### config.mk
export PLATFORM = sky130hd
export DESIGN_NAME = can_mc_bus_slave
export DESIGN_NICKNAME = d
export VERILOG_FILES = /design/src/rtl/can_mc_pkg.sv /design/src/rtl/can_addr_onehot_dec.sv /design/src/rtl/can_mc_bus_slave.sv
export SDC_FILE = /design/constraint.sdc
export NUM_CORES = 1
export LEC_CHECK = 0
export ABC_AREA = 1
export BUFFER_PORTS_ARGS = -buffer_cell sky130_fd_sc_hd__buf_2
export CAP_MARGIN = 20
export CORE_ASPECT_RATIO = 0.5
export CORE_MARGIN = 2
export CORE_UTILIZATION = 35
export DETAILED_ROUTE_END_ITERATION = 16
export SETUP_SLACK_MARGIN = 0.15
export SYNTH_ARGS = -nofsm -noshare
export SYNTH_HDL_FRONTEND = slang
export SYNTH_SLANG_ARGS = --single-unit
### constraint.sdc
create_clock -name i_sys_clk -period 2.7 [get_ports i_sys_clk]
set_input_delay 0.27 -clock i_sys_clk [delete_from_list [all_inputs] [get_ports i_sys_clk]]
set_output_delay 0.27 -clock i_sys_clk [all_outputs]
set_load 0.02 [all_outputs]
### src/rtl/can_mc_pkg.sv
// Shared types and default sizing for the CAN microcontroller bus slave.
package can_mc_pkg;

  typedef enum logic [1:0] {
    IDLE = 2'd0,
    REQ  = 2'd1,
    WAIT = 2'd2,
    DONE = 2'd3
  } mc_state_e;

  localparam int DEF_DATA_W      = 32;
  localparam int DEF_ADDR_W      = 6;
  localparam int DEF_NUM_REGS    = 31;
  localparam int DEF_TIMEOUT_CYC = 16;

endpackage

### src/rtl/can_addr_onehot_dec.sv
// Register address decoder: one-hot select gated by en, plus an in-range flag.
module can_addr_onehot_dec #(
  parameter int ADDR_W   = 6,
  parameter int NUM_REGS = 31
) (
  input  logic [ADDR_W-1:0]   addr,
  input  logic                en,
  output logic [NUM_REGS-1:0] onehot,
  output logic                valid
);

  // One extra bit so NUM_REGS == 2**ADDR_W still compares correctly.
  localparam logic [ADDR_W:0] NUM_REGS_V = (ADDR_W + 1)'(NUM_REGS);

  assign valid = ({1'b0, addr} < NUM_REGS_V);

  always_comb begin
    onehot = '0;
    for (int i = 0; i < NUM_REGS; i++) begin
      if (en && (addr == ADDR_W'(i))) onehot[i] = 1'b1;
    end
  end

endmodule

### src/rtl/can_mc_bus_slave.sv
// Single-transaction bus slave between the bus wrapper and the CAN config register file.
module can_mc_bus_slave
  import can_mc_pkg::*;
#(
  parameter int DATA_W      = DEF_DATA_W,
  parameter int ADDR_W      = DEF_ADDR_W,
  parameter int NUM_REGS    = DEF_NUM_REGS,
  parameter int TIMEOUT_CYC = DEF_TIMEOUT_CYC
) (
  input  logic                  i_sys_clk,
  input  logic                  i_reset,
  input  logic [DATA_W-1:0]     i_bus_data,
  input  logic [ADDR_W-1:0]     i_addr,
  input  logic [DATA_W/8-1:0]   i_byte_en,
  input  logic                  i_r_neg_w,
  input  logic                  i_cs,
  output logic [DATA_W-1:0]     o_reg_data,
  output logic                  o_ack,
  output logic                  o_error,
  output logic                  o_busy,
  input  logic [DATA_W-1:0]     i_reg_r_data,
  input  logic                  i_reg_ack,
  input  logic                  i_reg_error,
  output logic [DATA_W-1:0]     o_reg_w_bus,
  output logic [DATA_W/8-1:0]   o_reg_be,
  output logic [NUM_REGS-1:0]   o_rs_vector,
  output logic                  o_r_neg_w
);

  localparam int CNT_W = (TIMEOUT_CYC > 2) ? $clog2(TIMEOUT_CYC) : 1;
  localparam logic [CNT_W-1:0] CNT_MAX = CNT_W'(TIMEOUT_CYC - 1);

  mc_state_e         state_q, state_d;
  logic              cs_q;
  logic [ADDR_W-1:0] addr_q;
  logic              err_q, err_d;
  logic [CNT_W-1:0]  cnt_q, cnt_d, cnt_inc;
  logic              start, latch, load_rdata;
  logic [ADDR_W-1:0] dec_addr;
  logic              addr_valid;

  // In IDLE the live address is range-checked; afterwards the latched one drives the select.
  assign dec_addr = (state_q == IDLE) ? i_addr : addr_q;

  can_addr_onehot_dec #(
    .ADDR_W   (ADDR_W),
    .NUM_REGS (NUM_REGS)
  ) u_dec (
    .addr   (dec_addr),
    .en     (state_q == REQ),
    .onehot (o_rs_vector),
    .valid  (addr_valid)
  );

  assign start   = i_cs & ~cs_q & (state_q == IDLE);
  assign cnt_inc = (cnt_q == CNT_MAX) ? cnt_q : cnt_q + 1'b1;

  always_comb begin
    state_d    = state_q;
    err_d      = err_q;
    cnt_d      = cnt_q;
    latch      = 1'b0;
    load_rdata = 1'b0;
    case (state_q)
      IDLE: begin
        if (start) begin
          latch   = 1'b1;
          err_d   = ~addr_valid;
          state_d = addr_valid ? REQ : DONE;
        end
      end
      REQ: begin
        cnt_d = '0;
        if (i_reg_ack) begin
          err_d      = i_reg_error;
          load_rdata = o_r_neg_w & ~i_reg_error;
          state_d    = DONE;
        end else begin
          state_d = WAIT;
        end
      end
      WAIT: begin
        if (i_reg_ack) begin
          err_d      = i_reg_error;
          load_rdata = o_r_neg_w & ~i_reg_error;
          state_d    = DONE;
        end else begin
          cnt_d = cnt_inc;
          if (cnt_inc == CNT_MAX) begin
            err_d   = 1'b1;
            state_d = DONE;
          end
        end
      end
      DONE:    state_d = IDLE;
      default: state_d = IDLE;
    endcase
  end

  always_ff @(posedge i_sys_clk or posedge i_reset) begin
    if (i_reset) begin
      state_q     <= IDLE;
      cs_q        <= 1'b0;
      addr_q      <= '0;
      err_q       <= 1'b0;
      cnt_q       <= '0;
      o_reg_w_bus <= '0;
      o_reg_be    <= '0;
      o_r_neg_w   <= 1'b0;
      o_reg_data  <= '0;
    end else begin
      state_q <= state_d;
      cs_q    <= i_cs;
      err_q   <= err_d;
      cnt_q   <= cnt_d;
      if (latch) begin
        addr_q      <= i_addr;
        o_reg_w_bus <= i_bus_data;
        o_reg_be    <= i_r_neg_w ? '0 : i_byte_en;
        o_r_neg_w   <= i_r_neg_w;
      end
      if (load_rdata) o_reg_data <= i_reg_r_data;
    end
  end

  assign o_busy  = (state_q != IDLE);
  assign o_ack   = (state_q == DONE);
  assign o_error = o_ack & err_q;

endmodule

==> results.sh <==
export IMPL_status="finished, final reports clean"
export IMPL_grt_pass1_vias=3186
export IMPL_yosysUniqueCellTypes=26
export IMPL_track_usage_pct=17.1
export IMPL_setup_worst_path_start_class="register"
export IMPL_die_y_um=77.1
export IMPL_cts_root_buffer="clkbuf_16"
export IMPL_synth_net_count=494
export IMPL_cts_tree="done"
export IMPL_worstSetupEndpoint="o_rs_vector[2]"
export IMPL_grt_pass1_wl_um=15400
export IMPL_yosys_register_bits=83
export IMPL_worst_ep_required_time_ns=2.43
export IMPL_critPathLaunch="state_q[0]$_DFFE_PP0P_"
export IMPL_crit_type="register to primary output"
export IMPL_cts_path_max_buffers=2
export IMPL_grt_max_degree=52
export IMPL_drive_gt1_share_pct=42.1
export IMPL_post_route_util_pct=49.4
export IMPL_syn_cell_area_sq_um=3740
export IMPL_fin_skew_ns=0.00651
export IMPL_dp_hpwl_um=6880
export IMPL_cellLeakagePower_nw=2.81
export IMPL_insertion_delay_ns=0.34
export IMPL_drtIter0Drc=140
export IMPL_numPortBuffers=182
export IMPL_r2r_start="state_q[1]$_DFFE_PP0P_"
export IMPL_r2r_end="addr_q[4]$_DFFE_PP0P_"
export IMPL_synth_avg_cell_area_sq_um=9.16
export IMPL_setup_viol=0
export IMPL_worst_setup_path_end_kind="primary output"
export IMPL_cts_buffers=9
export IMPL_antenna_found_initial=0
export IMPL_ios=183
export IMPL_synthesis_instances=409
export IMPL_final_nets=678
export IMPL_fin_crit_ns=2.35
export IMPL_dr_pass1_iters=4
export IMPL_ys_top_cells_by_area="dfrtp_1, nand2_1, mux2_2, nor2_1, inv_1"
export IMPL_critPathMaxFanout=12
export IMPL_finalCritPeriodShare_pct=86.9
export IMPL_r2r_cells=5
export IMPL_fp_dieW_um=150
export IMPL_max_freq_mhz=426
export IMPL_fin_ws_ns=0.354
export IMPL_layout_common_cells="buf_2, nand2_1, dfrtp_1, nor2_1, mux2_2"
export IMPL_hold_viol_final=0
export IMPL_core_sq_um=10300
export IMPL_cts_sinks=83
export IMPL_p_per_area_nw_per_um2=1240
export IMPL_min_delay_start="i_cs"
export IMPL_slew_headroom_pct=34.3
export IMPL_synth_top_area_cell="dfrtp_1"
export IMPL_place_ws_ns=0.371
export IMPL_path_clk_slew_ns=0.06
export IMPL_drv_cap=0
export IMPL_routed_via_density=4.41
export IMPL_whs_ns=0.0527
export IMPL_drt_wl_total_um=9490
export IMPL_num_vias=3255
export IMPL_drcViolationCount=0
export IMPL_critPathArrivalTime_ns=2.08
export IMPL_yosys_warnings=0
export IMPL_row_count=26
export IMPL_hold_path_class="input port to register"
export IMPL_yosysSeqAreaShare_pct=55.5
export IMPL_final_common_cell="buf_2"
export IMPL_antenna_cells=0
export IMPL_cts_max_level=3
export IMPL_yosysTopAreaCellShare_pct=55.5
export IMPL_areaGrowthSynthToFinish_pct=36.2
export IMPL_worst_pin_slew_ns=0.979
export IMPL_ant_nets=0
export IMPL_grt_ovfl_total=0
export IMPL_start_util_pct=36.3
export IMPL_timing_reg2reg_setup_slack_ns=0.55
export IMPL_place_congestion=0.792
export IMPL_vdd_drop_max_mv=0.444
export IMPL_wl_per_cell_um=12.9
export IMPL_finalSetupTns_ns=0
export IMPL_finalMaxSlewViolations=0
export IMPL_dieArea_sq_um=11600
export IMPL_rsz0062_at_grt="no"
[worst min-delay path by stage]
| stage | cells after the start | slack [ns] | end |
|---|---|---|---|
| after floorplan | 0 | 0.30 | cs_q$_DFF_PP0_ |
| after global placement | 2 | 0.35 | o_reg_data[28]$_DFFE_PP0P_ |
| after detailed placement | 2 | 0.36 | o_reg_data[28]$_DFFE_PP0P_ |
| after CTS | 1 | 0.04 | cs_q$_DFF_PP0_ |
| after global routing | 1 | 0.05 | cs_q$_DFF_PP0_ |
| final | 1 | 0.05 | cs_q$_DFF_PP0_ |
[layout make-up]
class	count	area, sq um
fillers	1015	5210
flip-flops and latches	83	2080
repair buffers	187	963
clock inverters	4	27.5
clock buffers	12	236
inverters	32	121
multi-input cells	280	1500
well taps	140	175
[what timing repair did]
action | in CTS | in global routing
pin swaps | 0 | 1
hold endpoints to repair | 32 | 0
resized for setup | 1 | 9
setup endpoints to repair | 31 | 31
hold buffers | 1 | 0
buffers inserted | 0 | 1
[critical path: stages (launching register included)]
cell     delay [ns]
dfrtp_1        0.40
inv_1          0.16
ha_4           0.24
nand2_1        0.08
o21ai_1        0.18
inv_1          0.12
nor2_2         0.18
nand2_1        0.10
nor2_1         0.11
buf_2          0.17
[synth_stat cells, drive strengths merged]
cell type    n
o22ai        4
inv         31
o21ai       13
mux2        32
clkinv       1
o211ai       1
a21oi        4
nand2      152
nand4        3
buf         14
nor2        55
a22o         4
nand3b       1
dfrtp       83
ha           5
nand3        6
[registers in the layout, indices dropped and copies added, names as in the netlist]
signal and cells:
addr_q 6, cnt_q 4, cs_q 1, err_q 1, o_r_neg_w 1, o_reg_be 4
o_reg_data 32, o_reg_w_bus 32, state_q 2
[through the flow]
| step | instance area, sq um | std cells | total power [mW] |
|---|---|---|---|
| 4_1_cts | 5060 | 737 | 6.29 |
| 5_1_grt | 5100 | 738 | 6.79 |
| 3_3_place_gp | 4780 | 720 | 5.08 |
| 6_report | 5100 | 738 | 6.31 |
| 3_5_place_dp | 4780 | 720 | 5.14 |
| 2_1_floorplan | 3740 | 409 | 4.22 |
[layer usage]
layer,up-vias,wire (um),GRT usage (%)
met2,82,4710,29.2
li1,1650,-,-
met1,1508,4110,20.1
met3,15,490,5.60
met5,-,0,0
met4,0,179,6.32
[cells by family after synthesis]
family | count (synthesis) | synth area share (%)
simple gates | 217 | 23.4
flops | 83 | 55.5
buf+inv | 46 | 5.48
mux | 32 | 9.62
compound gates | 26 | 4.38
fa+ha+maj | 5 | 1.67
[where the power goes]
part	leakage, nW	switching (mW)	internal (mW)	total, mW
Sequential	1.02	0.309	1.84	2.15
Combinational	1.67	1.93	1.12	3.05
Clock	0.119	0.486	0.622	1.11
Note: power is estimated with default switching activity, not from simulation.
